### src/rtl/counter_pkg.sv
// counter_pkg: shared direction encodings and load clamping for updown_counter
package counter_pkg;

    localparam logic DIR_UP   = 1'b1;
    localparam logic DIR_DOWN = 1'b0;

    // Load values at or above the modulus are pinned to the top of the count range.
    function automatic logic [63:0] clamp_load(input logic [63:0] d, input logic [63:0] modulus);
        return (d < modulus) ? d : modulus - 64'd1;
    endfunction

endpackage

### src/rtl/counter_next.sv
// counter_next: combinational next-count, wrap and terminal-count logic
//   a         current count
//   en/up     step enable and direction
//   load/d    parallel load (wins over en), value clamped to MODULUS-1
//   a_next    count for the next edge
//   wrap_next registered by the parent as the wrap pulse
//   tc        terminal count, drives the next stage's en when cascading
module counter_next
    import counter_pkg::*;
#(
    parameter int              WIDTH    = 4,
    parameter longint unsigned MODULUS  = 64'd1 << WIDTH,
    parameter int              SATURATE = 0
) (
    input  logic [WIDTH-1:0] a,
    input  logic             en,
    input  logic             up,
    input  logic             load,
    input  logic [WIDTH-1:0] d,
    output logic [WIDTH-1:0] a_next,
    output logic             wrap_next,
    output logic             tc
);

    localparam logic [WIDTH-1:0] MAX = WIDTH'(MODULUS - 64'd1);
    localparam bit               SAT = SATURATE != 0;

    logic             at_max;
    logic             at_zero;
    logic             out_of_range;
    logic [WIDTH-1:0] loaded;

    assign at_max       = a == MAX;
    assign at_zero      = a == '0;
    // Only reachable through an upset; the next step recovers to zero.
    assign out_of_range = 64'(a) >= MODULUS;
    assign loaded       = WIDTH'(clamp_load(64'(d), MODULUS));
    assign tc           = en & ~load & ((up == DIR_UP & at_max) | (up == DIR_DOWN & at_zero));

    always_comb begin
        a_next    = a;
        wrap_next = 1'b0;
        if (load) begin
            a_next = loaded;
        end else if (en && out_of_range) begin
            a_next = '0;
        end else if (en && up == DIR_UP) begin
            a_next    = at_max ? (SAT ? a : '0) : a + 1'b1;
            wrap_next = at_max & ~SAT;
        end else if (en) begin
            a_next    = at_zero ? (SAT ? a : MAX) : a - 1'b1;
            wrap_next = at_zero & ~SAT;
        end
    end

endmodule

### src/rtl/updown_counter.sv
// updown_counter: modulo-N up/down counter with load, enable and optional saturation
//   CLK      rising-edge clock
//   clear_b  asynchronous active-low reset (A=0, wrap=0)
//   en, up   count enable and direction (1 = up)
//   load, D  synchronous parallel load, priority over en
//   A        registered count
//   tc       combinational terminal count for cascading
//   wrap     one-cycle pulse after a wrap step
module updown_counter
    import counter_pkg::*;
#(
    parameter int              WIDTH    = 4,
    parameter longint unsigned MODULUS  = 64'd1 << WIDTH,
    parameter int              SATURATE = 0
) (
    input  logic             CLK,
    input  logic             clear_b,
    input  logic             en,
    input  logic             up,
    input  logic             load,
    input  logic [WIDTH-1:0] D,
    output logic [WIDTH-1:0] A,
    output logic             tc,
    output logic             wrap
);

    if (WIDTH < 1 || WIDTH > 63) begin : g_bad_width
        $error("updown_counter: WIDTH must be in 1..63");
    end
    if (MODULUS < 2 || MODULUS > (64'd1 << WIDTH)) begin : g_bad_modulus
        $error("updown_counter: MODULUS must be in 2..2**WIDTH");
    end
    if (SATURATE != 0 && SATURATE != 1) begin : g_bad_saturate
        $error("updown_counter: SATURATE must be 0 or 1");
    end

    logic [WIDTH-1:0] a_next;
    logic             wrap_next;

    counter_next #(
        .WIDTH   (WIDTH),
        .MODULUS (MODULUS),
        .SATURATE(SATURATE)
    ) u_next (
        .a        (A),
        .en       (en),
        .up       (up),
        .load     (load),
        .d        (D),
        .a_next   (a_next),
        .wrap_next(wrap_next),
        .tc       (tc)
    );

    always_ff @(posedge CLK or negedge clear_b) begin
        if (!clear_b) begin
            A    <= '0;
            wrap <= 1'b0;
        end else begin
            A    <= a_next;
            wrap <= wrap_next;
        end
    end

endmodule

### config.mk
export PLATFORM = sky130hd
export DESIGN_NAME = updown_counter
export DESIGN_NICKNAME = d
export VERILOG_FILES = /design/src/rtl/counter_pkg.sv /design/src/rtl/counter_next.sv /design/src/rtl/updown_counter.sv
export SDC_FILE = /design/constraint.sdc
export NUM_CORES = 1
export LEC_CHECK = 0
export CAP_MARGIN = 20
export CELL_PAD_IN_SITES_DETAIL_PLACEMENT = 2
export CELL_PAD_IN_SITES_GLOBAL_PLACEMENT = 2
export CORE_MARGIN = 2
export CORE_UTILIZATION = 22
export CTS_CLUSTER_DIAMETER = 100
export DETAILED_ROUTE_END_ITERATION = 8
export PLACE_DENSITY_LB_ADDON = 0.12
export SYNTH_ARGS = -nofsm -noshare
export SYNTH_HDL_FRONTEND = slang
export SYNTH_SLANG_ARGS = --single-unit
### constraint.sdc
create_clock -name CLK -period 2.2 [get_ports CLK]
set_input_delay 0.66 -clock CLK [delete_from_list [all_inputs] [get_ports CLK]]
set_output_delay 0.66 -clock CLK [all_outputs]
set_load 0.01 [all_outputs]
After elaboration in Yosys (flattened, before gate mapping):

Index checks and enable logic that the tools add are counted.

* bits in registers: 5
* bits in latches: 0
* RAM bits: 0
* bits in read-only memories: 0
* bits of input ports: 9
* output and inout bits: 6
* logic and storage cells: 23
* memories kept: 0

* add/sub/neg operators: 2
* multiply operators: 0
* divide/modulo/power cells: 0
* $lt $le $gt $ge: 0
* eq/ne operators: 1
* shift operators: 0
* muxes and demuxes: 8
* bitwise gates (word level): 7
* reductions and logical operators: 3

Operators with widths (count)
* $mux 4: 5
* $add 4x1->4 const B: 1
* $and 1x1->1: 4
* $eq 4x4->1 const B: 1
* $logic_not 4->1: 1
* $sub 4x1->4 const B: 1
* $mux 1: 3
* $reduce_bool 3->1: 1
* $not 1->1: 2
* $logic_and 1x1->1: 1
* $or 1x1->1: 1

Logic depth before layout (Yosys ltp):

Gate-level depths: netlist of the first run.

* word-level depth: 5
* depth in mapped cells: 6
* gate-level depth less buffers: 6

Cells and area by module:

A second synthesis of the first run with hierarchy kept.

* cell total of the unflattened synthesis: 45
* area, all modules: 420.4 µm²

Modules (own cells, without submodules)
* counter_next: instances 1, cells each 40, area each 295.3 µm², sequential area each 0.0 µm²
* updown_counter: instances 1, cells each 5, area each 125.1 µm², sequential area each 125.1 µm²

Worst setup path after synthesis of the first run:

No wires, ideal clock.

* kind: register to output
* start point: register A[0]
* end point: output port tc
* arrival time: 1514 ps
* required time: 1540 ps
* setup slack: 26 ps
* stages on the path, launching flop included: 6
* buffers on the path: 0
* cell sequence: dfrtp_1 inv_1 ha_1 or3b_1 or2_1 a21oi_1

* word-level cells in the longest chain between the ends: 4
* elaborated cells between the ends (all ways): 6
* those cells by class: eq/ne (1); bitwise (4); reduce/logical (1)

Ends and longest elaborated chain
* from (decl): RTL line updown_counter.sv:22 `output logic [WIDTH-1:0] A,`
* from (signal assigned): RTL line updown_counter.sv:60 `A <= a_next;`
* $eq 4x4->1 or $logic_not 4->1 (tied branches): RTL line counter_next.sv:33, counter_next.sv:34
* $and 1x1->1: RTL line counter_next.sv:38 `assign tc = en & ~load & ((up == DIR_UP & at_max) | (up == DIR_DOWN & at_zero));`
* $or 1x1->1 (*): RTL line counter_next.sv:38
* $and 1x1->1 (*): RTL line counter_next.sv:38
* to (decl): RTL line updown_counter.sv:23 `output logic tc,`

Mark *: on every way between the ends. The rest lies on a longest branch, timed or not.

Final worst setup path of the first run:

* start point: input port up
* end point: output port tc

* word-level cells in the longest chain between the ends: 4
* elaborated cells between the ends (all ways): 5
* those cells by class: bitwise (5)

Ends and longest elaborated chain
* from (decl): RTL line updown_counter.sv:19 `input logic up,`
* $not 1->1: RTL line counter_next.sv:38
* $and 1x1->1: RTL line counter_next.sv:38
* $or 1x1->1 (*): RTL line counter_next.sv:38
* $and 1x1->1 (*): RTL line counter_next.sv:38

Marked as above.

==> impl_metrics.ini, run 1 <==
[routing]
routed_wl_um = 1290
firstDrtPassIters = 1
initialDrtViolationCount = 0
vias = 440
drc = 0
ant_nets = 0
wl_per_cell_um = 14.5
via_per_inst = 4.94

[clocking]
cts_tree = built
root_buffer = clkbuf_4
clkSinkCount = 5
h-tree-depth = 1
cts_buffers = 3
cts.clk_slew.worst_paths_ns = 0.04
cts_buffer_depth = 2
clock_latency_ns = 0.25

[timing]
final_hold_viol_count = 0
skew_ns = 0.00211
tns_ns = -0.168
max_freq_mhz = 422
fin_crit_ns = 2.37
fin_crit_sh_pct = 108
setup_slack_ns = -0.168
slew_headroom_pct = 83.8
setup_violations = 1
slew_violations = 0
tightestPinTransition_ns = 0.240
rsz0062_at_grt = true

[pwr]
ir_worst_vdd_v = 0.000245
power.total_uw = 387
cellPowerDensity_mw_per_mm2 = 595
power_leakage_nw = 0.293

[global_route]
grt_usage_pct = 15.1
antenna_found_initial = 0
grtUsageMet3_pct = 5.95
grt_start_max_net_pins = 10
grt_pass1_wl_um = 2140
met2_usage_pct = 24.2
grt_pass1_vias = 467
grt.overflow.total = 0
grt.busiest_layer = met2
grt_use_met1_pct = 19.0

[floorplanning]
io_pins = 15
core_mm2 = 0.00156
die_height_um = 45.5
initial_core_util_pct = 24.3
dieArea_mm2 = 0.00207
row_count = 14
dieWidth_um = 45.5

[hold_path]
hold_path.class = reg2reg
hold_path_depth = 2

[placed_design]
place.gp.congestion = 0.739
dp_hpwl_um = 978
placedCellCount = 84
dp_worst_setup_slack_ns = -0.895
portBuffers = 14
post_dp_cell_area_um2 = 599

[yosys]
syn-cell-area_um2 = 379
ys_types = 23
avgSynthCellArea_um2 = 8.24
ys_seq_area_share_pct = 33.0
synth_nets = 57
synth.ff_latch_count = 5
ys_warn_count = 0
syn_inst = 46

[cells_and_area]
area_growth_pct = 71.6
fin_cells = 89
drive_gt1_share_pct = 31.5
fin_area_um2 = 651
nets = 85
n_antenna_cell = 0

[worst_setup_path]
worstPathArrival_ns = 1.71
worstRegToRegCells = 7
required_ns = 1.54
cp_max_fo = 2
startpoint_type = input pin
cpPeakStageDelay_ns = 0.38
endpoint_kind = output pin
worstPathCellList = clkdlybuf4s15_2 -> or3b_4 -> or2_4 -> a21oi_2 -> buf_2
worstSetupPathType = in2out
cpMaxStageDelayCell = or3b_4

[status]
violations = negative setup slack
outcome = finished, violations left

[job]
drv_cap = 0
-- layout by cell type, fill, tap and decap left out, drive strengths merged --
master and n:
a21oi 7, mux2 1, nor4b 1, or2 1
a221oi 1, dfrtp 5, buf 12, ha 2
mux2i 1, xor2 1, nand2b 1, or3b 1
and3 1, xnor2 1, clkdlybuf4s50 12, o21ai 6
inv 3, o22ai 1, nand2 5, clkdlybuf4s15 1
clkbuf 4, and4 1, nor2 3, a21o 1
-- synth_stat cells --
library cell / instances / area (um^2)
a21o_1: 1 / 7.51
a21oi_1: 7 / 35.0
a221oi_1: 1 / 8.76
and3_2: 1 / 7.51
and4_1: 1 / 8.76
buf_6: 1 / 11.3
clkbuf_1: 1 / 3.75
dfrtp_1: 5 / 125
ha_1: 2 / 25.0
inv_1: 3 / 11.3
mux2_2: 1 / 11.3
mux2i_1: 1 / 10.0
nand2_1: 5 / 18.8
nand2b_1: 1 / 6.26
nor2_1: 3 / 11.3
nor4b_1: 1 / 8.76
o21ai_0: 5 / 25.0
o21ai_1: 1 / 5.00
o22ai_1: 1 / 6.26
or2_1: 1 / 6.26
or3b_1: 1 / 8.76
xnor2_1: 1 / 8.76
xor2_1: 1 / 8.76
-- flip-flops by register name (all words and copies together), names as in the netlist --
signal / cells
A: 4
wrap: 1
-- power breakdown --
| part | internal [mW] | switching [mW] | leakage, nW | total [mW] |
|---|---|---|---|---|
| sequential | 0.103 | 0.00645 | 0.0617 | 0.109 |
| clock | 0.0687 | 0.0401 | 0.0150 | 0.109 |
| combinational | 0.0939 | 0.0754 | 0.216 | 0.169 |
-- worst max-delay path: cells and delay by family --
kind	cells	cell delay, ns
buf+inv	2	0.33
compound gates	1	0.10
simple gates	2	0.62
-- layer usage --
metal  part of all wire (%)  vias to the layer above
met1                     46                      209
met5                      0                        -
li1                       -                      217
met2                     49                       14
met4                      0                        0
met3                    5.0                        0
-- what timing repair did --
item,CTS,global route
hold buffers,0,0
resized for setup,9,4
setup buffers,1,0
pin swaps,4,2
endpoints found under the hold margin,0,0
setup endpoints to repair,1,1
-- per-stage QoR --
stage	util, %	hold WS [ns]
floorplan	-	0.364
global placement	38.4	0.593
detailed placement	38.4	0.583
CTS	40.7	0.590
global route	41.7	0.632
finish	41.7	0.589
-- cells by family after synthesis --
family                     Yosys count  share of synthesized area (%)
muxes                                2                           5.61
and+or+nand+nor                     14                           20.1
DFF                                  5                           33.0
buffers and inverters                5                           6.93
AOI/OAI and AO/OA                   16                           23.1
adders and majority gates            2                           6.60
xor gates and xnor gates             2                           4.62
-- cell type report --
type | instances | area, um^2
Timing Repair Buffer | 25 | 219
Multi-Input combinational cell | 36 | 249
Sequential cell | 5 | 125
Clock buffer | 4 | 26.3
Inverter | 3 | 11.3
Tap cell | 16 | 20.0
Fill cell | 176 | 908
-- final timing paths --
kind,startpoint,endpoint,slack [ns]
worst max-delay path,up,tc,-0.17
max in group asynchronous,clear_b,A[3],1.35
worst min-delay path,A[2],wrap,0.59
worst min register to register,A[2],wrap,0.59
worst max register to register,A[0],A[2],0.60
min in group asynchronous,clear_b,A[0],0.64
No activity file was read; power rests on OpenSTA's default activity.
==> run 2, diff against run 1 <==
- MAX_ROUTING_LAYER: default -> met4
==> results of run 2 <==
The final DEF is identical to that of run 1; final timing and power are the same.
Main changes from that run: final weighted congestion in routability-driven placement 0.739 -> 0.748; overall routing resource usage 15.1% -> 15.6%
